## config.mk

```make
export PLATFORM = sky130hd
export DESIGN_NAME = frame_rx_param
export DESIGN_NICKNAME = d
export VERILOG_FILES = /design/src/rtl/frame_rx_param.sv
export SDC_FILE = /design/constraint.sdc
export NUM_CORES = 1
export LEC_CHECK = 0
export BUFFER_PORTS_ARGS = -buffer_cell sky130_fd_sc_hd__buf_2
export CORE_AREA = 4 4 100 55
export CTS_BUF_LIST = sky130_fd_sc_hd__clkbuf_4
export DETAILED_ROUTE_END_ITERATION = 10
export DIE_AREA = 0 0 104 59
export PLACE_DENSITY = 0.74
export SYNTH_ARGS = -nofsm -noshare
export SYNTH_HDL_FRONTEND = slang
export SYNTH_SLANG_ARGS = --single-unit
```

## constraint.sdc

```tcl
create_clock -name clk -period 3.7 [get_ports clk]
set_clock_uncertainty 0.2 [all_clocks]
set_input_delay 0.185 -clock clk [delete_from_list [all_inputs] [get_ports clk]]
set_output_delay 0.185 -clock clk [all_outputs]
set_load 0.005 [all_outputs]
```

## src/rtl/frame_rx_param.sv

```systemverilog
// Oversampling serial frame receiver: start, DEST, SRC, DATA, CRC-8, stop (MSB first).
// Define FRAME_RX_BCAST_EN to accept an all-ones DEST as broadcast and flag it on bcast.
module frame_rx_param #(
    parameter int unsigned ID_W         = 4,
    parameter int unsigned DATA_W       = 8,
    parameter int unsigned CLKS_PER_BIT = 8
) (
    input  logic              clk,
    input  logic              rst,
    input  logic              din,
    input  logic [ID_W-1:0]   node_id,
    output logic              rx_valid,
    output logic [ID_W-1:0]   source_id,
    output logic [DATA_W-1:0] dout,
    output logic              crc_err,
    output logic              frame_err,
`ifdef FRAME_RX_BCAST_EN
    output logic              bcast,
`endif
    output logic              busy
);
    localparam int unsigned L     = 2 * ID_W + DATA_W + 8;
    localparam int unsigned CNT_W = $clog2(CLKS_PER_BIT);
    localparam int unsigned BIT_W = $clog2(L + 1);

    localparam logic [CNT_W-1:0] SAMPLE   = CNT_W'(CLKS_PER_BIT / 2 - 1);
    localparam logic [CNT_W-1:0] CNT_LAST = CNT_W'(CLKS_PER_BIT - 1);
    localparam logic [BIT_W-1:0] LAST_BIT = BIT_W'(L - 1);
    localparam logic [BIT_W-1:0] CRC_BITS = BIT_W'(L - 8);

    localparam logic [1:0] IDLE    = 2'd0;
    localparam logic [1:0] START   = 2'd1;
    localparam logic [1:0] RECEIVE = 2'd2;
    localparam logic [1:0] STOP    = 2'd3;

    logic              din_s1_q, line_q, line_prev_q;
    logic [1:0]        state_q, state_d;
    logic [CNT_W-1:0]  cnt_q, cnt_d;
    logic [BIT_W-1:0]  bit_cnt_q, bit_cnt_d;
    logic [L-1:0]      shreg_q, shreg_d;
    logic [7:0]        crc_q, crc_d;
    logic              rx_valid_q, rx_valid_d;
    logic              crc_err_q, crc_err_d;
    logic              frame_err_q, frame_err_d;
    logic [ID_W-1:0]   source_id_q, source_id_d;
    logic [DATA_W-1:0] dout_q, dout_d;
`ifdef FRAME_RX_BCAST_EN
    logic              bcast_q, bcast_d;
`endif

    logic            sample;
    logic            crc_fb;
    logic            crc_bad;
    logic            dest_hit;
    logic [ID_W-1:0] dest;

    assign sample  = (cnt_q == SAMPLE);
    assign crc_fb  = crc_q[7] ^ line_q;
    assign dest    = shreg_q[L-1 -: ID_W];
    assign crc_bad = (shreg_q[7:0] != crc_q);
`ifdef FRAME_RX_BCAST_EN
    assign dest_hit = (dest == node_id) || (&dest);
`else
    assign dest_hit = (dest == node_id);
`endif

    always_comb begin
        state_d     = state_q;
        // Counter wraps at every bit boundary so the sample point stays mid-bit.
        cnt_d       = (cnt_q == CNT_LAST) ? '0 : cnt_q + 1'b1;
        bit_cnt_d   = bit_cnt_q;
        shreg_d     = shreg_q;
        crc_d       = crc_q;
        rx_valid_d  = 1'b0;
        crc_err_d   = 1'b0;
        frame_err_d = 1'b0;
        source_id_d = source_id_q;
        dout_d      = dout_q;
`ifdef FRAME_RX_BCAST_EN
        bcast_d     = 1'b0;
`endif
        case (state_q)
            IDLE: begin
                cnt_d = '0;
                if (line_prev_q && !line_q) begin
                    state_d   = START;
                    bit_cnt_d = '0;
                    crc_d     = 8'h00;
                end
            end
            START: begin
                if (sample) begin
                    state_d = line_q ? IDLE : RECEIVE;
                end
            end
            RECEIVE: begin
                if (sample) begin
                    shreg_d   = {shreg_q[L-2:0], line_q};
                    bit_cnt_d = bit_cnt_q + 1'b1;
                    if (bit_cnt_q < CRC_BITS) begin
                        crc_d = {crc_q[6:0], 1'b0} ^ (crc_fb ? 8'h07 : 8'h00);
                    end
                    if (bit_cnt_q == LAST_BIT) begin
                        state_d = STOP;
                    end
                end
            end
            STOP: begin
                if (sample) begin
                    state_d     = IDLE;
                    frame_err_d = !line_q;
                    crc_err_d   = crc_bad;
                    if (line_q && !crc_bad && dest_hit) begin
                        rx_valid_d  = 1'b1;
                        source_id_d = shreg_q[L-1-ID_W -: ID_W];
                        dout_d      = shreg_q[8 +: DATA_W];
`ifdef FRAME_RX_BCAST_EN
                        bcast_d     = &dest;
`endif
                    end
                end
            end
            default: state_d = IDLE;
        endcase
    end

    always_ff @(posedge clk or posedge rst) begin
        if (rst) begin
            din_s1_q    <= 1'b1;
            line_q      <= 1'b1;
            line_prev_q <= 1'b1;
            state_q     <= IDLE;
            cnt_q       <= '0;
            bit_cnt_q   <= '0;
            shreg_q     <= '0;
            crc_q       <= 8'h00;
            rx_valid_q  <= 1'b0;
            crc_err_q   <= 1'b0;
            frame_err_q <= 1'b0;
            source_id_q <= '0;
            dout_q      <= '0;
`ifdef FRAME_RX_BCAST_EN
            bcast_q     <= 1'b0;
`endif
        end else begin
            din_s1_q    <= din;
            line_q      <= din_s1_q;
            line_prev_q <= line_q;
            state_q     <= state_d;
            cnt_q       <= cnt_d;
            bit_cnt_q   <= bit_cnt_d;
            shreg_q     <= shreg_d;
            crc_q       <= crc_d;
            rx_valid_q  <= rx_valid_d;
            crc_err_q   <= crc_err_d;
            frame_err_q <= frame_err_d;
            source_id_q <= source_id_d;
            dout_q      <= dout_d;
`ifdef FRAME_RX_BCAST_EN
            bcast_q     <= bcast_d;
`endif
        end
    end

    assign rx_valid  = rx_valid_q;
    assign crc_err   = crc_err_q;
    assign frame_err = frame_err_q;
    assign source_id = source_id_q;
    assign dout      = dout_q;
    assign busy      = (state_q != IDLE);
`ifdef FRAME_RX_BCAST_EN
    assign bcast     = bcast_q;
`endif

endmodule

```

* Word-level counts from Yosys, hierarchy flattened *
Index checks and enable logic that the tools add are counted.

cells by class
  order comparisons = 1
  multiplexer cells = 24
  eq/ne operators = 14
  reductions and logical operators = 13
  bitwise gates (word level) = 2
  multipliers = 0
  divide/modulo/power cells = 0
  $add $sub $neg = 2
  shifts and indexed selects = 0

operators by type and width
  cell                   number
  $mux W8                3
  $pmux W8 S2            1
  $mux W2                6
  $ne A2 B2 Y1 const B   6
  $mux W5                2
  $pmux W5 S2            1
  $mux W3                3
  $ne A8 B8 Y1           1
  $pmux W2 S4            1
  $xor A8 B3 Y8          1
  $mux W1                7
  $reduce_and A3 Y1      2
  $add A5 B1 Y5 const B  1
  $eq A5 B5 Y1 const B   1
  $lt A5 B5 Y1 const B   1
  $reduce_and A5 Y1      1
  $eq A2 B2 Y1 const B   2
  $eq A4 B4 Y1           1
  $reduce_and A4 Y1      1
  $reduce_bool A2 Y1     2
  $add A3 B1 Y3 const B  1
  $eq A3 B2 Y1 const B   1
  $eq A3 B3 Y1 const B   1
  $logic_and A1 B1 Y1    3
  other kinds (5)        6

word-level totals
  latch bits = 0
  word-level logic and storage cells = 69
  memories kept = 0
  bits in read-only memories = 0
  flip-flop bits (word level) = 60
  RAM bits = 0
  bits of input ports = 7

* Depth between registers and ports, before layout *
  depth after elaboration = 7
  depth in mapped cells = 7

* Worst setup path after synthesis *
No wires, ideal clock.

  kind = flip-flop to flip-flop
  start point = register cnt_q[0]
  end point = register dout_q[0] (netlist: dout[0])
  library setup time = 0.125 ns
  stages on the path, launching flop included = 8
  slack = 1.299 ns
  data arrival time = 2.077 ns
  cells stage by stage = dfrtp_1 > ha_1 > ha_1 > nand3_1 > or4_4 > nor4_4 > buf_6 > mux2_2

on the way
  word-level cells in the longest chain between the ends = 2

ends and longest elaborated chain
  element                             line  text
  start: declaration                  38    logic [CNT_W-1:0] cnt_q, cnt_d;
  start signal: assignment            150   cnt_q <= cnt_d;
  $eq A3 B2 Y1                        57    assign sample = (cnt_q == SAMPLE);
  $reduce_and A3 Y1 (no source line)  -
  end signal: assignment              158   dout_q <= dout_d;
  end: declaration                    46    logic [DATA_W-1:0] dout_q, dout_d;

Every way passes these cells.
A chain may end at the register's enable or synchronous reset.

* Worst setup path in the final report *
  start point = register cnt_q[0]
  end point = register dout_q[2] (netlist: dout[2])

The elaborated chain is that of the path after synthesis.

==> impl_metrics.tcl <==
set metrics [dict create \
    r2r-start "cnt_q[0]" \
    num_vias 1510 \
    grt_max_degree 36 \
    die_w_um 104 \
    routabilityCongestion 0.821 \
    synthFlopType "dfrtp_1" \
    setup_viol 0 \
    final_max_slew_viol_count 0 \
    timing.fmax_mhz 388 \
    core_um2 4680 \
    drt_wl_total_um 4240 \
    globalRoute.totalOverflow 0 \
    synth_area_per_cell_um2 13.1 \
    drive_gt1_share_pct 35.5 \
    syn-num-nets 203 \
    syn_inst 192 \
    rows 18 \
    final.period_utilization_pct 69.6 \
    cts_buffers 9 \
    critPathLaunch "cnt_q[0]" \
    wl_per_cell_um 14.7 \
    synth_seq_cells 60 \
    holdCritStartpoint "node_id[2]" \
    hold_violations 0 \
    dpl.hpwl_um 2970 \
    peakVddDrop_v 0.000255 \
    maxCapViolCount 0 \
    critical_path_class "register to register" \
    worstPathMaxFanout 13 \
    synth-edff-count 0 \
    hp-class "input pin to register" \
    start_util_pct 53.8 \
    port_buffers 22 \
    dr.pass1.iters 4 \
    vias_per_cell 5.24 \
    syn_area_um2 2520 \
    whs_endpoint "rx_valid" \
    regToRegEndpoint "dout[2]" \
    crit_path_start_kind "register" \
    syn2layout_area_growth_pct 12.2 \
    grt_usage_pct 15.6 \
    drtIter0Drc 53 \
    worst_pin_slew_ps 837 \
    yosysWarnings 0 \
    hold_depth 5 \
    cts-root-buf "clkbuf_4" \
    clk_pin_slew_worst_paths_ps 100 \
    nets 234 \
    n_antenna_cell 0 \
    antenna_found_initial 0 \
    end_kind "register" \
    grt_pass1_vias 1434 \
    htree_levels 3 \
    tns_ps 0 \
    clock_latency_ps 400 \
    async_flop_share_pct 100 \
    rsz0062_at_grt "false" \
    p_per_area_nw_per_um2 507 \
    r2r_cells 7 \
    critPathArrivalTime_ps 2660 \
    ioPinCount 23 \
    holdWs_ps 102 \
    r2r_setup_slack_ps 1120 \
    post_cts_buffers 0 \
    die_area_um2 6140 \
    yosys.cell_types.count 30 \
    yosysSeqAreaShare_pct 59.7 \
    power_leakage_nw 1.38 \
    cts.sinks 60 \
    drtAntennaViolNets 0 \
    period_minus_slack_ps 2580 \
    outcome "complete, no violations" \
    slew_headroom_pct 43.4 \
    required_ps 3780 \
    drt_drc_violations_left 0 \
    clockBufferDepth 2 \
    cts_tree "done" \
    die_h_um 59 \
    grt_first_pass_wirelength_um 7060 \
]
-- sequential cells by signal (all words and copies together) (netlist names), named ones only --
signal and cells:
rx_valid 1, crc_err 1, state_q 1, line_prev_q 1, shreg_q 24, line_q 1
dout 8, bit_cnt_q 5, din_s1_q 1, source_id 4, frame_err 1, cnt_q 3
crc_q 8
-- Yosys cell counts, types with 2 or more instances --
master / number / area [um^2]
a21oi_1: 4 / 20.0
buf_2: 4 / 20.0
buf_4: 2 / 15.0
dfrtp_1: 57 / 1430
dfstp_2: 3 / 78.8
ha_1: 4 / 50.1
inv_1: 5 / 18.8
mux2_2: 37 / 417
nand2_1: 19 / 71.3
nand2b_1: 2 / 12.5
nand3_1: 3 / 15.0
nand4_1: 3 / 18.8
nor2_1: 7 / 26.3
nor3b_1: 3 / 22.5
o21ai_0: 10 / 50.1
xnor2_1: 13 / 114
xor2_1: 3 / 26.3
-- layout make-up --
| type | instances | area [um^2] |
|---|---|---|
| repair buffers | 27 | 153 |
| clock buffers | 9 | 67.6 |
| flip-flops and latches | 60 | 1510 |
| multi-input cells | 120 | 951 |
| inverters | 5 | 18.8 |
| fillers | 379 | 1860 |
| clock inverters | 7 | 57.6 |
| well taps | 60 | 75.1 |
-- placed cells by master, fill, tap and decap left out, types with 2 or more instances in the layout --
cell type      count
a21oi_1            4
nand2_1           19
nor3b_1            3
nand3_1            3
clkbuf_4           9
dfrtp_1           57
xnor2_1           13
dfstp_2            3
dlygate4sd3_1      2
nand4_1            3
nand2b_1           2
buf_4              3
clkinv_1           4
nor2_1             7
xor2_1             3
ha_1               4
o21ai_0           10
inv_1              4
mux2_2            37
buf_2             22
-- per-layer routing --
metal	track usage [%]	vias to the layer above	wire length [um]
met3	6.86	2	240
met1	22.4	739	2230
li1	-	731	-
met2	20.4	38	1760
met5	0	-	0
met4	6.44	0	7
-- metrics by stage --
| step | utilization, % | cell area, um^2 | setup WS [ps] | total power [mW] | std cells |
|---|---|---|---|---|---|
| detailed placement | 57.3 | 2680 | 1130 | 1.03 | 270 |
| floorplan | - | 2520 | 1300 | 0.972 | 192 |
| global placement | 57.3 | 2680 | 1250 | 1.01 | 270 |
| finish | 60.4 | 2830 | 1120 | 1.43 | 288 |
| CTS | 60.4 | 2830 | 1110 | 1.45 | 288 |
| global route | 60.4 | 2830 | 995 | 1.52 | 288 |
-- power breakdown --
part           internal [mW]  switching [mW]  total [mW]
sequential             0.713          0.0622       0.775
combinational          0.106           0.136       0.241
clock                  0.196           0.221       0.416
-- logic make-up (layout without fill, tap and decap cells) --
family,after synthesis,after routing,synth area share [%]
compound gates,19,19,4.37
simple gates,44,44,9.28
buf+inv,12,48,2.58
flops,60,60,59.7
xor+xnor,16,16,5.56
mux,37,37,16.5
fa+ha+maj,4,4,1.99
-- worst max path at each step --
stage | cells after the start | slack (ps) | endpoint
after global placement | 7 | 1250 | dout[3]
after detailed placement | 7 | 1130 | dout[2]
after global routing | 7 | 1000 | dout[5]
final | 7 | 1120 | dout[2]
after CTS | 7 | 1110 | dout[0]
after floorplan | 7 | 1300 | dout[0]
-- critical path, cell delays in order (launching register included) --
cell and delay (ps):
dfrtp_1 380, ha_1 190, ha_1 270, nand3_1 140, or4_4 450, nor4_4 210
buf_4 260, mux2_2 360
-- repair_timing --
action / CTS / global route
hold buffers: 2 / 0
hold endpoints to repair: 26 / 0
gates resized for setup: 0 / 0
Power figures use the tool's default switching activity.
